--- src/rtl/host_io_pkg.sv ---
// host_io_pkg: shared constants for the host I/O sequencer and Data_RAM users.
// The state encoding is one-hot and is kept as plain constants so that
// older code can keep comparing against raw bit patterns.
package host_io_pkg;

  // Default word and address widths of the Data_RAM.
  localparam int DATA_W_DEF = 16;
  localparam int ADDR_W_DEF = 10;

  // Input frames land at the bottom of the RAM and results are read from
  // the upper half. Data_RAM users share these addresses.
  localparam int IN_BASE_DEF  = 0;
  localparam int OUT_BASE_DEF = 512;

  // One-hot sequencer state.
  localparam int ST_W = 5;
  typedef logic [ST_W-1:0] host_state_t;

  localparam host_state_t ST_RX           = 5'b00001;
  localparam host_state_t ST_COMPUTE      = 5'b00010;
  localparam host_state_t ST_TX_RD        = 5'b00100;
  localparam host_state_t ST_TX_WAIT_IDLE = 5'b01000;
  localparam host_state_t ST_TX_BUSY      = 5'b10000;

endpackage

--- src/rtl/host_rx_timeout.sv ---
// host_rx_timeout: idle-cycle timer between received words of a frame.
// expire is combinational and is high on the TIMEOUT-th consecutive cycle
// with count_en set; the timer restarts from zero on clear or on expiry.
module host_rx_timeout #(
  parameter int TIMEOUT = 12500
) (
  input  logic Clk,
  input  logic Rst_n,
  input  logic clear,
  input  logic count_en,
  output logic expire
);

  localparam int TW = (TIMEOUT < 2) ? 1 : $clog2(TIMEOUT + 1);

  logic [TW-1:0] timer_reg;

  assign expire = count_en && !clear && (timer_reg == TW'(TIMEOUT - 1));

  // Count idle cycles; restart on any clear or on expiry.
  always_ff @(posedge Clk) begin
    if (!Rst_n || clear || expire) begin
      timer_reg <= '0;
    end else if (count_en) begin
      timer_reg <= timer_reg + 1'b1;
    end
  end

endmodule

--- src/rtl/host_io_sequencer.sv ---
// host_io_sequencer: receives a frame of words into Data_RAM, runs one
// compute pass, then streams result words out through the UART TX.
// Optional feature macro: HOST_SEQ_CHECKSUM_EN -- each frame carries an
// extra trailing XOR word that must match before compute is started.
module host_io_sequencer
  import host_io_pkg::*;
#(
  parameter int DATA_W   = DATA_W_DEF,
  parameter int ADDR_W   = ADDR_W_DEF,
  parameter int N_IN     = 512,
  parameter int N_OUT    = 4,
  parameter int IN_BASE  = IN_BASE_DEF,
  parameter int OUT_BASE = OUT_BASE_DEF,
  parameter int RD_LAT   = 1,
  parameter int TIMEOUT  = 12500
) (
  input  logic              Clk,
  input  logic              Rst_n,
  input  logic              Rx_Valid,
  input  logic [DATA_W-1:0] Rx_Data,
  output logic              Wr_En,
  output logic [ADDR_W-1:0] Wr_Addr,
  output logic [DATA_W-1:0] Wr_Data,
  output logic              Rd_En,
  output logic [ADDR_W-1:0] Rd_Addr,
  input  logic [DATA_W-1:0] Rd_Data,
  output logic              Host_Owns_Ram,
  output logic              Compute_En,
  input  logic              Compute_Done,
  output logic [DATA_W-1:0] Tx_Data,
  output logic              Tx_Start,
  input  logic              Tx_Idle,
  output logic              Frame_Err,
  output logic [15:0]       Frame_Cnt
);

  // Counter must reach N_IN itself when a checksum word follows the data.
  localparam int CNT_W = ADDR_W + 1;
`ifdef HOST_SEQ_CHECKSUM_EN
  localparam int N_RX = N_IN + 1;
`else
  localparam int N_RX = N_IN;
`endif
  localparam logic [CNT_W-1:0]  LAST_RX  = CNT_W'(N_RX - 1);
  localparam logic [CNT_W-1:0]  LAST_OUT = CNT_W'(N_OUT - 1);
  localparam logic [ADDR_W-1:0] IN_A     = ADDR_W'(IN_BASE);
  localparam logic [ADDR_W-1:0] OUT_A    = ADDR_W'(OUT_BASE);

  host_state_t      state_reg;
  logic [CNT_W-1:0] cnt_reg;
  logic             phase_reg;   // TX_RD: read issued; TX_BUSY: UART went busy
  logic [1:0]       lat_reg;
  logic             tmo_expire;
  logic             last_rx;
  logic             sum_word;
  logic             sum_ok;

  assign last_rx = (cnt_reg == LAST_RX);

`ifdef HOST_SEQ_CHECKSUM_EN
  logic [DATA_W-1:0] xor_reg;

  assign sum_word = (cnt_reg == CNT_W'(N_IN));
  assign sum_ok   = (Rx_Data == xor_reg);

  // Running XOR of the data words of the frame being received.
  always_ff @(posedge Clk) begin
    if (!Rst_n) begin
      xor_reg <= '0;
    end else if (state_reg == ST_RX) begin
      if (Rx_Valid) begin
        xor_reg <= last_rx ? '0 : (xor_reg ^ Rx_Data);
      end else if (tmo_expire) begin
        xor_reg <= '0;
      end
    end
  end
`else
  assign sum_word = 1'b0;
  assign sum_ok   = 1'b1;
`endif

  host_rx_timeout #(
    .TIMEOUT (TIMEOUT)
  ) u_timeout (
    .Clk      (Clk),
    .Rst_n    (Rst_n),
    .clear    (Rx_Valid || (state_reg != ST_RX)),
    .count_en ((state_reg == ST_RX) && (cnt_reg != '0) && !Rx_Valid),
    .expire   (tmo_expire)
  );

  // Frame sequencing FSM; every output is registered.
  always_ff @(posedge Clk) begin
    if (!Rst_n) begin
      state_reg     <= ST_RX;
      cnt_reg       <= '0;
      phase_reg     <= 1'b0;
      lat_reg       <= '0;
      Wr_En         <= 1'b0;
      Wr_Addr       <= IN_A;
      Wr_Data       <= '0;
      Rd_En         <= 1'b0;
      Rd_Addr       <= OUT_A;
      Tx_Data       <= '0;
      Tx_Start      <= 1'b0;
      Host_Owns_Ram <= 1'b1;
      Compute_En    <= 1'b0;
      Frame_Err     <= 1'b0;
      Frame_Cnt     <= '0;
    end else begin
      Wr_En     <= 1'b0;
      Rd_En     <= 1'b0;
      Tx_Start  <= 1'b0;
      Frame_Err <= 1'b0;
      case (state_reg)
        ST_RX: begin
          if (Rx_Valid) begin
            if (!sum_word) begin
              Wr_En   <= 1'b1;
              Wr_Addr <= IN_A + cnt_reg[ADDR_W-1:0];
              Wr_Data <= Rx_Data;
            end
            if (last_rx) begin
              cnt_reg <= '0;
              if (sum_ok) begin
                state_reg <= ST_COMPUTE;
              end else begin
                Frame_Err <= 1'b1;
              end
            end else begin
              cnt_reg <= cnt_reg + 1'b1;
            end
          end else if (tmo_expire) begin
            cnt_reg   <= '0;
            Frame_Err <= 1'b1;
          end
        end
        ST_COMPUTE: begin
          // Hand the RAM over one cycle after the final write has gone out;
          // a Compute_Done still high from the last pass is ignored then.
          if (!Compute_En) begin
            Compute_En    <= 1'b1;
            Host_Owns_Ram <= 1'b0;
          end else if (Compute_Done) begin
            Compute_En    <= 1'b0;
            Host_Owns_Ram <= 1'b1;
            cnt_reg       <= '0;
            phase_reg     <= 1'b0;
            state_reg     <= ST_TX_RD;
          end
        end
        ST_TX_RD: begin
          if (!phase_reg) begin
            Rd_En     <= 1'b1;
            Rd_Addr   <= OUT_A + cnt_reg[ADDR_W-1:0];
            phase_reg <= 1'b1;
            lat_reg   <= '0;
          end else if (lat_reg == 2'(RD_LAT)) begin
            Tx_Data   <= Rd_Data;
            phase_reg <= 1'b0;
            state_reg <= ST_TX_WAIT_IDLE;
          end else begin
            lat_reg <= lat_reg + 1'b1;
          end
        end
        ST_TX_WAIT_IDLE: begin
          if (Tx_Idle) begin
            Tx_Start  <= 1'b1;
            phase_reg <= 1'b0;
            state_reg <= ST_TX_BUSY;
          end
        end
        ST_TX_BUSY: begin
          // A word is done only after the UART has gone busy and idle again.
          if (!phase_reg) begin
            if (!Tx_Idle) begin
              phase_reg <= 1'b1;
            end
          end else if (Tx_Idle) begin
            phase_reg <= 1'b0;
            if (cnt_reg == LAST_OUT) begin
              Frame_Cnt <= Frame_Cnt + 1'b1;
              cnt_reg   <= '0;
              state_reg <= ST_RX;
            end else begin
              cnt_reg   <= cnt_reg + 1'b1;
              state_reg <= ST_TX_RD;
            end
          end
        end
        default: begin
          state_reg <= ST_RX;
          cnt_reg   <= '0;
        end
      endcase
    end
  end

endmodule

--- config.mk ---
export PLATFORM = sky130hd
export DESIGN_NAME = host_io_sequencer
export DESIGN_NICKNAME = d
export VERILOG_FILES = /design/src/rtl/host_io_pkg.sv /design/src/rtl/host_rx_timeout.sv /design/src/rtl/host_io_sequencer.sv
export SDC_FILE = /design/constraint.sdc
export NUM_CORES = 1
export LEC_CHECK = 0
export BUFFER_PORTS_ARGS = -buffer_cell sky130_fd_sc_hd__buf_2
export CAP_MARGIN = 20
export CORE_ASPECT_RATIO = 1.2
export CORE_MARGIN = 10
export CORE_UTILIZATION = 35
export DETAILED_ROUTE_END_ITERATION = 8
export PLACE_DENSITY_LB_ADDON = 0.2
export SLEW_MARGIN = 20
export SYNTH_ARGS = -nofsm -noshare
export SYNTH_HDL_FRONTEND = slang
export SYNTH_SLANG_ARGS = --single-unit
--- constraint.sdc ---
create_clock -name Clk -period 2.1 [get_ports Clk]
set_input_delay 0.42 -clock Clk [delete_from_list [all_inputs] [get_ports Clk]]
set_output_delay 0.42 -clock Clk [all_outputs]
set_load 0.01 [all_outputs]
Word level (Yosys, flattened, before mapping):

Cells that the tools add are included.

* $add $sub $neg: 5
* eq/ne operators: 22
* multiplexer cells: 37
* bitwise operators: 4
* reductions and logical operators: 26

Operators with widths (count)
* $mux 11: 8
* $mux 5: 9
* $pmux 11 s4: 1
* $pmux 5 s5: 1
* $ne 2x2->1 const B: 10
* $add 16x1->16 const B: 1
* $add 14x1->14 const B: 1
* $eq 14x14->1 const B: 1
* $mux 1: 14
* $reduce_and 2->1: 7
* $add 11x1->11 const B: 1
* $eq 11x2->1 const B: 1
* $eq 11x9->1 const B: 1
* $reduce_bool 11->1: 1
* $add 10x10->10 const A: 1
* $reduce_and 9->1: 1
* $reduce_and 4->1: 2
* $reduce_and 6->1: 1
* $eq 5x1->1 const B: 1
* $eq 5x2->1 const B: 1
* $eq 5x3->1 const B: 1
* $eq 5x4->1 const B: 1
* $eq 5x5->1 const B: 1
* $ne 5x1->1 const B: 1
* other kinds (15): 26

* bits in registers: 107
* input port bits: 37
* output and inout bits: 74
* word-level logic and storage cells: 110

Longest topological paths before layout:

* depth in word-level cells: 8
* gate-level depth with buffers: 8

Modules after synthesis:

Synthesis repeated with hierarchy kept, for this count alone.

* cell total of the unflattened synthesis: 525
* area total of the unflattened synthesis: 4650.7 um^2

By module, submodules not included
* host_io_sequencer: times used 1, cells each 452, area an instance 3987.6 um^2
* host_rx_timeout: times used 1, cells each 73, area an instance 663.1 um^2

Least setup slack after synthesis:

No wires, ideal clock.

* path type: register to register
* start point: register state_reg[2]
* end point: register Frame_Cnt[11]
* setup time: 128 ps
* arrival time: 2013 ps
* data required time: 1972 ps
* setup slack: -40 ps
* cell stages (with the launch flop): 9
* period minus slack after synthesis: 2140 ps
* cells stage by stage: dfxtp_1 > buf_6 > or4b_4 > or3_1 > buf_2 > buf_6 > nor4_4 > xnor2_1 > nor2_1

* longest elaborated chain between the ends: 2

RTL lines
* start: declaration: line host_io_sequencer.sv:49 `host_state_t state_reg;`
* start signal: assignment: line host_io_sequencer.sv:96 `state_reg <= ST_RX;`
* start signal: assignment: line host_io_sequencer.sv:127 `state_reg <= ST_COMPUTE;`
* start signal: assignment: line host_io_sequencer.sv:150 `state_reg <= ST_TX_RD;`
* $eq 5x5->1: line host_io_sequencer.sv:116 `case (state_reg)`
* $reduce_and 4->1 (no line)
* end signal: assignment: line host_io_sequencer.sv:183 `Frame_Cnt <= Frame_Cnt + 1'b1;`
* end: declaration: line host_io_sequencer.sv:34 `output logic [15:0] Frame_Cnt`

Every way passes these cells.
A chain may end at the register's enable or synchronous reset.

Final worst setup path:

* start point: register state_reg[3]
* end point: register Frame_Cnt[7]

Same word-level chain as after synthesis.

==> flow_summary_export.csv <==
group,metric,value,unit
worst_setup_path,cp_cell_sequence,"or4b_4, or3_4, buf_6, nor4_4, xnor2_1, nor2_1",
power,powerDensity,695.1,nW/um^2
global_route,grt_pass1_vias,4616,
sta,max_freq,472.6,MHz
global_route,antenna_found_initial,0,
cts,clk_latency,0.35,ns
yosys,postSynthCellCount,586,
min_path,min-delay-start,"Rx_Data[12]",
cts,cts_made_buffers,9,
worst_setup_path,crit_path_start,"state_reg[3]",
placed_design,dp_hpwl,10210,microns
final_layout,final_layout_size_suffix_gt1_frac,0.3221,
final_layout,largest_registers,"Frame_Cnt (16), Tx_Data (16), Wr_Data (16)",
floorplan,die_h,148.6,microns
power,power.leakage,2.658,nW
yosys,synth_edf_count,0,
worst_setup_path,cp-start-kind,"flip-flop",
cts,cts_tree,"yes",
floorplan,dieArea,18900,sq um
sta,rsz0062_at_grt,"yes",
sta,hold_viol,0,
worst_setup_path,path_class,"flip-flop to flip-flop",
worst_setup_path,end_kind,"flip-flop",
worst_setup_path,cpPeakStageDelay,0.54,ns
sta,min_period,2.116,ns
status,violations,"negative setup slack",
global_route,grt.overflow.total,0,
power,p_int,0.003243,W
min_path,min_path_type,"input pin to flip-flop",
cts,ctsLongestPathBuffers,2,
route,drt_iter0_markers,232,
route,wire_per_inst,15.49,microns
placed_design,placed_cell_area,5932,sq um
route,vias,4695,
sta,fin_ws,-0.01607,ns
global_route,grt_max_degree,34,
yosys,synth_nets,628,
worst_setup_path,crit_arrival,2.34,ns
power,ir_worst_vdd,0.0003589,V
power,power_frac_comb,0.159,
yosys,yosysSeqAreaShare,0.4440,
cts,cts.clk_slew.worst_paths,0.07,ns
worst_setup_path,cp_slowest_cell,"or4b_4",
yosys,synthFlopType,"dfxtp_1",
sta,slew_violations,0,
route,wl,14090,microns
yosys,synth_warnings,0,
worst_setup_path,rr_startpoint,"state_reg[3]",
sta,holdWs,0.2962,ns
final_layout,area_growth,33.61,%
cts,cts.sinks,107,
run,max_cap_viol_count,0,
sta,setup_viol,1,
power,seqPwrFrac,0.473,
final_layout,fin_nets,779,
final_layout,antenna_cells,0,
placed_design,io_buffers,110,
cts,htree_levels,3,
worst_setup_path,path_max_fanout,8,
sta,skew,0.009568,ns
sta,worst_slew_pin_slew,0.6318,ns
global_route,track_usage,0.1457,
worst_setup_path,crit_required,2.32,ns
yosys,synth.cell_area,4825,sq um
floorplan,die_w,127.2,microns
yosys,async_flop_share,0,
floorplan,ios,111,
floorplan,rows,46,
final_layout,fin_area,6446,sq um
cts,cts_root_buf,"clkbuf_16",
power,p_switching,0.001237,W
placed_design,place_congestion,0.8473,
route,drtAntennaViolNets,0,
yosys,synth.avg_cell_area,8.233,sq um
sta,period_share,1.008,
status,status,"complete, but fails checks",
yosys,synth_cell_types,52,
power,pwr-share-clk,0.367,
global_route,grt_pass1_wl,23070,microns
floorplan,initial_core_util,0.3613,
yosys,ys_seq_elements,107,
power,switching_share,0.2762,
route,drt_first_pass_iters,5,
floorplan,core,13350,sq um
placed_design,preCtsSetupSlack,-0.08312,ns
route,post-route-drc-count,0,
sta,relSlewSlack,0.5782,
route,viasPerCell,5.159,
final_layout,utilization,0.4828,
-- cells in the mapped netlist, types with 4 or more instances --
| library cell | n | area share |
|---|---|---|
| a211oi_1 | 10 | 0.016 |
| a21oi_1 | 61 | 0.063 |
| and3_1 | 4 | 0.0052 |
| and4_1 | 9 | 0.016 |
| buf_2 | 6 | 0.0062 |
| clkbuf_1 | 32 | 0.025 |
| dfxtp_1 | 107 | 0.44 |
| ha_1 | 5 | 0.013 |
| inv_1 | 9 | 0.0070 |
| nand2_1 | 98 | 0.076 |
| nand2b_1 | 5 | 0.0065 |
| nand3_1 | 34 | 0.035 |
| nand4_1 | 10 | 0.013 |
| nor2_1 | 38 | 0.030 |
| nor3_1 | 10 | 0.010 |
| nor4_1 | 11 | 0.014 |
| nor4_2 | 6 | 0.016 |
| nor4b_1 | 5 | 0.0091 |
| o21ai_0 | 34 | 0.035 |
| o22ai_1 | 10 | 0.013 |
| or3_1 | 9 | 0.012 |
| xnor2_1 | 25 | 0.045 |
-- critical path, delay by kind of cell (launching register included) --
family	cells	cell delay [ns]
flip-flops	1	0.32
AND/OR/NAND/NOR	4	1.35
XOR/XNOR	1	0.14
buffers and inverters	1	0.18
-- layout by cell type, fill, tap and decap left out, types with 4 or more instances in the layout --
master and n:
buf_2 110, nor4_1 8, xnor2_1 25, dfxtp_1 105, nor4_4 8, nand2_1 97, inv_1 8, nand2b_1 5
a211oi_1 9, nor3_1 10, buf_6 4, and4_1 8, ha_1 5, o22ai_1 9, and3_1 4, nand3_1 34
a21oi_1 60, nor4b_2 5, buf_4 68, clkbuf_16 9, o21ai_0 34, or3_1 8, nor2_1 38, nand4_1 10
-- per-layer routing --
layer / vias to the layer above / global-route usage / part of all wire
li1: 2371 / - / -
met1: 2214 / 0.1787 / 0.43
met2: 97 / 0.2415 / 0.50
met3: 13 / 0.03592 / 0.053
met4: 0 / 0.05131 / 0.014
met5: - / 0 / 0
-- power by group through the flow --
stage	Sequential, W	Clock, W	Combinational [W]
after floorplan	0.00219	0	0.000382
after global placement	0.00217	0	0.000688
after detailed placement	0.00217	0	0.000699
after CTS	0.00212	0.00170	0.000704
after global routing	0.00213	0.00176	0.000803
final	0.00212	0.00165	0.000714
-- final timing paths --
kind,endpoint,slack (ns),depth (start not counted)
worst max register to register,Frame_Cnt[7],-0.02,6
worst min register to register,lat_reg[1],0.45,2
worst min-delay path,Wr_Data[12],0.30,3
worst max-delay path,Frame_Cnt[7],-0.02,6
-- cell families after synthesis --
kind of cell,after synthesis,share of synthesized area
compound gates,129,0.1502
xor+xnor,28,0.05083
fa+ha+maj,5,0.01297
buf+inv,52,0.04512
flops,107,0.4440
mux,3,0.006224
simple gates,262,0.2907
-- cell type report --
class                      instances  area, sq um
sequential                       107         2145
inverter                           9        33.78
clock inverter                     5        35.03
fill                            1321         6907
multi-input combinational        427         2644
tap                              168        210.2
clock buffer                      11        252.7
timing repair buffer             183         1126
-- timing repair --
action | 4_1_cts | 5_1_grt
buffers inserted | 0 | 4
endpoints found under the setup margin | 24 | 46
pin swaps | 0 | 11
gates resized for setup | 4 | 33
hold buffers | 0 | 0
-- metrics by stage --
step	total power, W	TNS [ns]	std cells
2_1_floorplan	0.002572	-0.002921	586
3_3_place_gp	0.002853	-0.3543	890
3_5_place_dp	0.002867	-1.168	890
4_1_cts	0.004521	-0.3846	906
5_1_grt	0.004695	-0.2943	910
6_report	0.004481	-0.01607	910
(Power assumes the default switching activity.)
